$ cat src/rtl/mem_port_responder_if.sv
// Request/ready bundle between the datapath ports, the responder
// and the single-port data RAM.
interface mem_port_responder_if #(
  parameter int ADDR_W = 14,
  parameter int DATA_W = 10
);
  logic              wr_req;
  logic [ADDR_W-1:0] wr_addr;
  logic [DATA_W-1:0] wr_data;
  logic              wr_ready;
  logic [3:0]        rd_req;
  logic [ADDR_W-1:0] rd_addr1;
  logic [ADDR_W-1:0] rd_addr2;
  logic [ADDR_W-1:0] rd_addr3;
  logic [ADDR_W-1:0] rd_addr4;
  logic [DATA_W-1:0] rd_data1;
  logic [DATA_W-1:0] rd_data2;
  logic [DATA_W-1:0] rd_data3;
  logic [DATA_W-1:0] rd_data4;
  logic [3:0]        rd_ready;
  logic [ADDR_W-1:0] ram_addr;
  logic [DATA_W-1:0] ram_wdata;
  logic              ram_we;
  logic              ram_re;
  logic [DATA_W-1:0] ram_rdata;
  logic              busy;

  modport master (
    output wr_req, wr_addr, wr_data,
    output rd_req, rd_addr1, rd_addr2,
    output rd_addr3, rd_addr4,
    output ram_rdata,
    input  wr_ready, rd_ready,
    input  rd_data1, rd_data2,
    input  rd_data3, rd_data4,
    input  ram_addr, ram_wdata,
    input  ram_we, ram_re, busy
  );

  modport slave (
    input  wr_req, wr_addr, wr_data,
    input  rd_req, rd_addr1, rd_addr2,
    input  rd_addr3, rd_addr4,
    input  ram_rdata,
    output wr_ready, rd_ready,
    output rd_data1, rd_data2,
    output rd_data3, rd_data4,
    output ram_addr, ram_wdata,
    output ram_we, ram_re, busy
  );
endinterface

$ cat src/rtl/mem_port_responder.sv
// Serializes one write port and four round-robin read ports
// onto a single-port synchronous RAM; the write port has priority.
module mem_port_responder #(
  parameter int ADDR_W = 14,
  parameter int DATA_W = 10
) (
  input  logic                 clk,
  input  logic                 rst,
  mem_port_responder_if.slave  bus
);

  typedef enum logic [1:0] {
    S_IDLE,
    S_ACCESS,
    S_RDONE
  } state_e;

  state_e            state_q, state_d;
  logic [1:0]        rr_q, rr_d;
  logic              gnt_wr_q, gnt_wr_d;
  logic [1:0]        gnt_port_q, gnt_port_d;
  logic [ADDR_W-1:0] ram_addr_q, ram_addr_d;
  logic [DATA_W-1:0] ram_wdata_q, ram_wdata_d;
  logic              ram_we_q, ram_we_d;
  logic              ram_re_q, ram_re_d;
  logic              wr_ready_q, wr_ready_d;
  logic [3:0]        rd_ready_q, rd_ready_d;
  logic [DATA_W-1:0] rd_data_q [4];
  logic [DATA_W-1:0] rd_data_d [4];

  logic [ADDR_W-1:0] rd_addr [4];
  logic              wr_elig;
  logic [3:0]        rd_elig;
  logic              rd_found;
  logic [1:0]        rd_pick;
  logic [1:0]        rd_idx;

  assign rd_addr[0] = bus.rd_addr1;
  assign rd_addr[1] = bus.rd_addr2;
  assign rd_addr[2] = bus.rd_addr3;
  assign rd_addr[3] = bus.rd_addr4;

  // A port seeing its ready this cycle is not re-granted until
  // the requester has had a chance to drop or renew the request.
  assign wr_elig = bus.wr_req & ~wr_ready_q;
  assign rd_elig = bus.rd_req & ~rd_ready_q;

  always_comb begin
    rd_found = 1'b0;
    rd_pick  = rr_q;
    rd_idx   = rr_q;
    for (int i = 0; i < 4; i++) begin
      rd_idx = rr_q + 2'(i);
      if (!rd_found && rd_elig[rd_idx]) begin
        rd_found = 1'b1;
        rd_pick  = rd_idx;
      end
    end
  end

  always_comb begin
    state_d     = state_q;
    rr_d        = rr_q;
    gnt_wr_d    = gnt_wr_q;
    gnt_port_d  = gnt_port_q;
    ram_addr_d  = ram_addr_q;
    ram_wdata_d = ram_wdata_q;
    ram_we_d    = 1'b0;
    ram_re_d    = 1'b0;
    wr_ready_d  = 1'b0;
    rd_ready_d  = 4'b0000;
    for (int i = 0; i < 4; i++) begin
      rd_data_d[i] = rd_data_q[i];
    end
    unique case (state_q)
      S_IDLE: begin
        priority case (1'b1)
          wr_elig: begin
            gnt_wr_d    = 1'b1;
            ram_addr_d  = bus.wr_addr;
            ram_wdata_d = bus.wr_data;
            ram_we_d    = 1'b1;
            state_d     = S_ACCESS;
          end
          rd_found: begin
            gnt_wr_d   = 1'b0;
            gnt_port_d = rd_pick;
            ram_addr_d = rd_addr[rd_pick];
            ram_re_d   = 1'b1;
            state_d    = S_ACCESS;
          end
          default: ;
        endcase
      end
      S_ACCESS: begin
        if (gnt_wr_q) begin
          wr_ready_d = 1'b1;
          state_d    = S_IDLE;
        end else begin
          state_d = S_RDONE;
        end
      end
      S_RDONE: begin
        rd_data_d[gnt_port_q]  = bus.ram_rdata;
        rd_ready_d[gnt_port_q] = 1'b1;
        rr_d    = gnt_port_q + 2'd1;
        state_d = S_IDLE;
      end
      default: state_d = S_IDLE;
    endcase
  end

  always_ff @(posedge clk) begin
    if (rst) begin
      state_q     <= S_IDLE;
      rr_q        <= 2'd0;
      gnt_wr_q    <= 1'b0;
      gnt_port_q  <= 2'd0;
      ram_addr_q  <= '0;
      ram_wdata_q <= '0;
      ram_we_q    <= 1'b0;
      ram_re_q    <= 1'b0;
      wr_ready_q  <= 1'b0;
      rd_ready_q  <= 4'b0000;
      for (int i = 0; i < 4; i++) begin
        rd_data_q[i] <= '0;
      end
    end else begin
      state_q     <= state_d;
      rr_q        <= rr_d;
      gnt_wr_q    <= gnt_wr_d;
      gnt_port_q  <= gnt_port_d;
      ram_addr_q  <= ram_addr_d;
      ram_wdata_q <= ram_wdata_d;
      ram_we_q    <= ram_we_d;
      ram_re_q    <= ram_re_d;
      wr_ready_q  <= wr_ready_d;
      rd_ready_q  <= rd_ready_d;
      for (int i = 0; i < 4; i++) begin
        rd_data_q[i] <= rd_data_d[i];
      end
    end
  end

  assign bus.wr_ready  = wr_ready_q;
  assign bus.rd_ready  = rd_ready_q;
  assign bus.rd_data1  = rd_data_q[0];
  assign bus.rd_data2  = rd_data_q[1];
  assign bus.rd_data3  = rd_data_q[2];
  assign bus.rd_data4  = rd_data_q[3];
  assign bus.ram_addr  = ram_addr_q;
  assign bus.ram_wdata = ram_wdata_q;
  assign bus.ram_we    = ram_we_q;
  assign bus.ram_re    = ram_re_q;
  assign bus.busy      = (state_q != S_IDLE)
                       | bus.wr_req
                       | (|bus.rd_req);

endmodule

$ cat src/flat_wrapper.sv
// flat-port wrapper written by rule: the top's interface ports become plain ports
module mem_port_responder_flat 
#(
  parameter int ADDR_W = 14,
  parameter int DATA_W = 10
)
  (clk, rst, bus_wr_req, bus_wr_addr, bus_wr_data, bus_rd_req, bus_rd_addr1, bus_rd_addr2, bus_rd_addr3, bus_rd_addr4, bus_ram_rdata, bus_wr_ready, bus_rd_ready, bus_rd_data1, bus_rd_data2, bus_rd_data3, bus_rd_data4, bus_ram_addr, bus_ram_wdata, bus_ram_we, bus_ram_re, bus_busy);
  mem_port_responder_if #(.ADDR_W(ADDR_W), .DATA_W(DATA_W)) bus_i ();
  input  logic clk;
  input  logic rst;
  input wire logic [$bits(bus_i.wr_req)-1:0] bus_wr_req;
  input wire logic [$bits(bus_i.wr_addr)-1:0] bus_wr_addr;
  input wire logic [$bits(bus_i.wr_data)-1:0] bus_wr_data;
  input wire logic [$bits(bus_i.rd_req)-1:0] bus_rd_req;
  input wire logic [$bits(bus_i.rd_addr1)-1:0] bus_rd_addr1;
  input wire logic [$bits(bus_i.rd_addr2)-1:0] bus_rd_addr2;
  input wire logic [$bits(bus_i.rd_addr3)-1:0] bus_rd_addr3;
  input wire logic [$bits(bus_i.rd_addr4)-1:0] bus_rd_addr4;
  input wire logic [$bits(bus_i.ram_rdata)-1:0] bus_ram_rdata;
  output wire logic [$bits(bus_i.wr_ready)-1:0] bus_wr_ready;
  output wire logic [$bits(bus_i.rd_ready)-1:0] bus_rd_ready;
  output wire logic [$bits(bus_i.rd_data1)-1:0] bus_rd_data1;
  output wire logic [$bits(bus_i.rd_data2)-1:0] bus_rd_data2;
  output wire logic [$bits(bus_i.rd_data3)-1:0] bus_rd_data3;
  output wire logic [$bits(bus_i.rd_data4)-1:0] bus_rd_data4;
  output wire logic [$bits(bus_i.ram_addr)-1:0] bus_ram_addr;
  output wire logic [$bits(bus_i.ram_wdata)-1:0] bus_ram_wdata;
  output wire logic [$bits(bus_i.ram_we)-1:0] bus_ram_we;
  output wire logic [$bits(bus_i.ram_re)-1:0] bus_ram_re;
  output wire logic [$bits(bus_i.busy)-1:0] bus_busy;
  assign bus_i.wr_req = bus_wr_req;
  assign bus_i.wr_addr = bus_wr_addr;
  assign bus_i.wr_data = bus_wr_data;
  assign bus_i.rd_req = bus_rd_req;
  assign bus_i.rd_addr1 = bus_rd_addr1;
  assign bus_i.rd_addr2 = bus_rd_addr2;
  assign bus_i.rd_addr3 = bus_rd_addr3;
  assign bus_i.rd_addr4 = bus_rd_addr4;
  assign bus_i.ram_rdata = bus_ram_rdata;
  assign bus_wr_ready = bus_i.wr_ready;
  assign bus_rd_ready = bus_i.rd_ready;
  assign bus_rd_data1 = bus_i.rd_data1;
  assign bus_rd_data2 = bus_i.rd_data2;
  assign bus_rd_data3 = bus_i.rd_data3;
  assign bus_rd_data4 = bus_i.rd_data4;
  assign bus_ram_addr = bus_i.ram_addr;
  assign bus_ram_wdata = bus_i.ram_wdata;
  assign bus_ram_we = bus_i.ram_we;
  assign bus_ram_re = bus_i.ram_re;
  assign bus_busy = bus_i.busy;
  mem_port_responder #(.ADDR_W(ADDR_W), .DATA_W(DATA_W)) u_core (.clk(clk), .rst(rst), .bus(bus_i));
endmodule
$ cat config.mk
export PLATFORM = sky130hd
export DESIGN_NAME = mem_port_responder_flat
export DESIGN_NICKNAME = d
export VERILOG_FILES = /design/src/rtl/mem_port_responder_if.sv /design/src/rtl/mem_port_responder.sv /design/src/flat_wrapper.sv
export SDC_FILE = /design/constraint.sdc
export NUM_CORES = 1
export LEC_CHECK = 0
export CORE_ASPECT_RATIO = 0.8
export CORE_UTILIZATION = 45
export CTS_CLUSTER_SIZE = 30
export DETAILED_ROUTE_END_ITERATION = 8
export PLACE_DENSITY = 0.86
export SYNTH_ARGS = -nofsm -noshare
export SYNTH_HDL_FRONTEND = slang
export SYNTH_SLANG_ARGS = --single-unit
$ cat constraint.sdc
create_clock -name clk -period 4.7 [get_ports clk]
set_input_delay 0.94 -clock clk [delete_from_list [all_inputs] [get_ports clk]]
set_output_delay 0.94 -clock clk [all_outputs]
set_load 0.005 [all_outputs]
==> results.sh <==
export IMPL_synthCells=488
export IMPL_cap_violations=0
export IMPL_cts_resized=0
export IMPL_final_net_count=733
export IMPL_worstReg2RegStart="u_core.bus.wr_ready"
export IMPL_htree_levels=3
export IMPL_track_usage_pct=28.2
export IMPL_vias=4152
export IMPL_p_total_mw=1.61
export IMPL_cts_buffers=9
export IMPL_die_w_um=104
export IMPL_viasPerCell=5.57
export IMPL_wire_per_inst_um=16.5
export IMPL_post_cts_buffers=0
export IMPL_place_worst_setup_slack_ps=1190
export IMPL_rsz0062_at_grt="no"
export IMPL_cts_tree="yes"
export IMPL_startpoint_type="primary input"
export IMPL_cts_sinks=78
export IMPL_die_area_mm2=0.00876
export IMPL_crit_path_end_kind="register"
export IMPL_reg2regPathDepth=4
export IMPL_dp_hpwl_um=9050
export IMPL_layout_setup_ws_ps=1520
export IMPL_cts_reportedPaths_clkPinSlew_ps=90
export IMPL_required_ps=4960
export IMPL_powerDensity_mw_per_mm2=285
export IMPL_cts_max_path_buffers=2
export IMPL_status="finished, final reports clean"
export IMPL_fin_crit_sh_pct=67.7
export IMPL_fill_cells=649
export IMPL_start_util_pct=47.0
export IMPL_hp_class="reg2reg"
export IMPL_cp_max_fo=29
export IMPL_stdcell_count=745
export IMPL_relSlewSlack_pct=23.8
export IMPL_grt_max_degree=58
export IMPL_antenna_found_initial=0
export IMPL_syn_nets=589
export IMPL_die_y_um=83.9
export IMPL_hold_path_startpoint="u_core.rd_data_q[2][3]"
export IMPL_synth_ff_latch_count=78
export IMPL_num_antenna_cells=0
export IMPL_placed_area_mm2=0.00545
export IMPL_finalSetupViolCount=0
export IMPL_finalMaxSlewViolations=0
export IMPL_leakagePower_nw=2.06
export IMPL_fin_area_mm2=0.00565
export IMPL_hold_violations=0
export IMPL_grt_pass1_wl_um=19700
export IMPL_cp_data_arrival_time_ps=3440
export IMPL_firstDrtPassIters=5
export IMPL_worst_clock_skew_ps=4.06
export IMPL_routed_wl_um=12300
export IMPL_portBuffers=168
export IMPL_gr_total_overflow=0
export IMPL_critPathKind="in2reg"
export IMPL_fmax_mhz=314
export IMPL_root_buffer="clkbuf_8"
export IMPL_r2r_slack_ps=2330
export IMPL_tns_ps=0
export IMPL_syn_to_final_growth_pct=49.9
export IMPL_clock_latency_ps=350
export IMPL_drtIter0Drc=315
export IMPL_ys_warn_count=0
export IMPL_fp_coreArea_mm2=0.00802
export IMPL_post_synth_cell_area_avg_um2=7.73
export IMPL_final_antenna_net_count=0
export IMPL_fin_crit_ps=3180
export IMPL_min_path_cells=2
export IMPL_irDropWorstVdd_uv=153
export IMPL_ys_seq_area_share_pct=41.4
export IMPL_grt_pass1_vias=4084
export IMPL_post_route_util_pct=70.5
export IMPL_gp_congestion=0.951
export IMPL_dpl_cell_count=729
export IMPL_synth_cell_types=39
export IMPL_worst_slew_pin_slew_ps=1140
export IMPL_synth_area_mm2=0.00377
export IMPL_io_pin_count=169
export IMPL_drive_above_1_share_pct=4.87
export IMPL_rows=29
export IMPL_hold_slack_ps=456
export IMPL_r2r_end="u_core.bus.ram_addr[5]"
export IMPL_ctsHoldBuffers=0
export IMPL_min_to="u_core.rd_data_q[2][3]"
export IMPL_drc_errors=0
## layout by cell type, fill, tap and decap left out, drive strengths merged, types with 9 or more instances in the layout
master         count
clkdlybuf4s50    167
dfxtp             78
a2111oi           14
a211oi            29
nor2              32
mux2i             15
nor3              16
nand2            108
a211o             14
a21oi             66
o21ai             14
inv               34
clkbuf             9
## power by group
| part | internal, mW | switching (mW) |
|---|---|---|
| combinational | 0.191 | 0.178 |
| clock | 0.253 | 0.273 |
| sequential | 0.694 | 0.0209 |
| total | 1.14 | 0.472 |
## kinds of logic after synthesis
family	after synthesis	synth area share (%)
mux	16	4.28
compound gates	146	26.0
flops	78	41.4
simple gates	174	19.6
buf+inv	70	7.46
fa+ha+maj	4	1.33
## registers in the layout, indices dropped and copies added (netlist names), 2 cells and up
signal	flops
u_core.bus.rd_ready	4
u_core.bus.ram_addr	14
u_core.rd_data_q	40
u_core.gnt_port_q	2
u_core.rr_q	2
u_core.state_q	2
u_core.bus.ram_wdata	10
## final cells by class
| cell class | count | area [um2] | area share, % |
|---|---|---|---|
| Clock buffer | 9 | 124 | 2.19 |
| Clock inverter | 7 | 82.6 | 1.46 |
| Inverter | 32 | 120 | 2.12 |
| Multi-Input combinational cell | 340 | 1930 | 34.2 |
| Sequential cell | 78 | 1560 | 27.6 |
| Tap cell | 108 | 135 | 2.39 |
| Timing Repair Buffer | 171 | 1700 | 30.1 |
## cells in the mapped netlist, drive strengths merged
master	n	share of area [%]
o32ai	1	0.43
a211oi	29	5.8
a311oi	1	0.70
mux2i	15	4.0
a211o	14	3.3
and2	4	0.66
and3	1	0.17
and2b	2	0.46
o221ai	2	0.80
a21o	1	0.20
nand2	108	11
o21ai	14	2.0
nand3	1	0.13
nand2b	4	0.93
or2	1	0.17
o2111ai	1	0.23
ha	4	1.3
a31oi	1	0.17
nor2	32	3.2
nor4bb	1	0.27
nor4b	1	0.23
o32a	1	0.27
a21oi	66	8.8
buf	11	1.6
dfxtp	78	41
o21a	1	0.20
clkbuf	27	2.7
nor2b	3	0.50
inv	32	3.2
mux2	1	0.30
a2111oi	14	3.3
nor3	16	2.1
## worst max path at each step
stage,from,to,slack [ps],cells past startpoint
6_report,bus_wr_req,u_core.bus.ram_addr[5],1520,5
5_1_grt,bus_wr_req,u_core.bus.ram_addr[12],1330,5
4_1_cts,bus_wr_req,u_core.bus.ram_addr[5],1560,5
3_5_place_dp,bus_wr_req,u_core.bus.ram_addr[5],1190,5
3_3_place_gp,bus_wr_req,u_core.bus.ram_addr[11],1280,5
2_1_floorplan,bus_rd_req[3],u_core.bus.ram_addr[2],2410,6
## worst max-delay path: stages
cell	delay, ps
clkdlybuf4s50_1	520
nor2b_2	870
o21ai_2	460
a211o_1	400
a211oi_1	250
## routing by layer
metal / up-vias / share of wire, % / wire length [um] / track usage (%)
li1: 1972 / - / - / -
met1: 1935 / 42 / 5190 / 34.8
met2: 205 / 48 / 5930 / 45.9
met3: 40 / 6.8 / 834 / 7.57
met4: 0 / 3.0 / 374 / 12.7
met5: - / 0 / 0 / 0
Note: power is estimated with default switching activity, not from simulation.
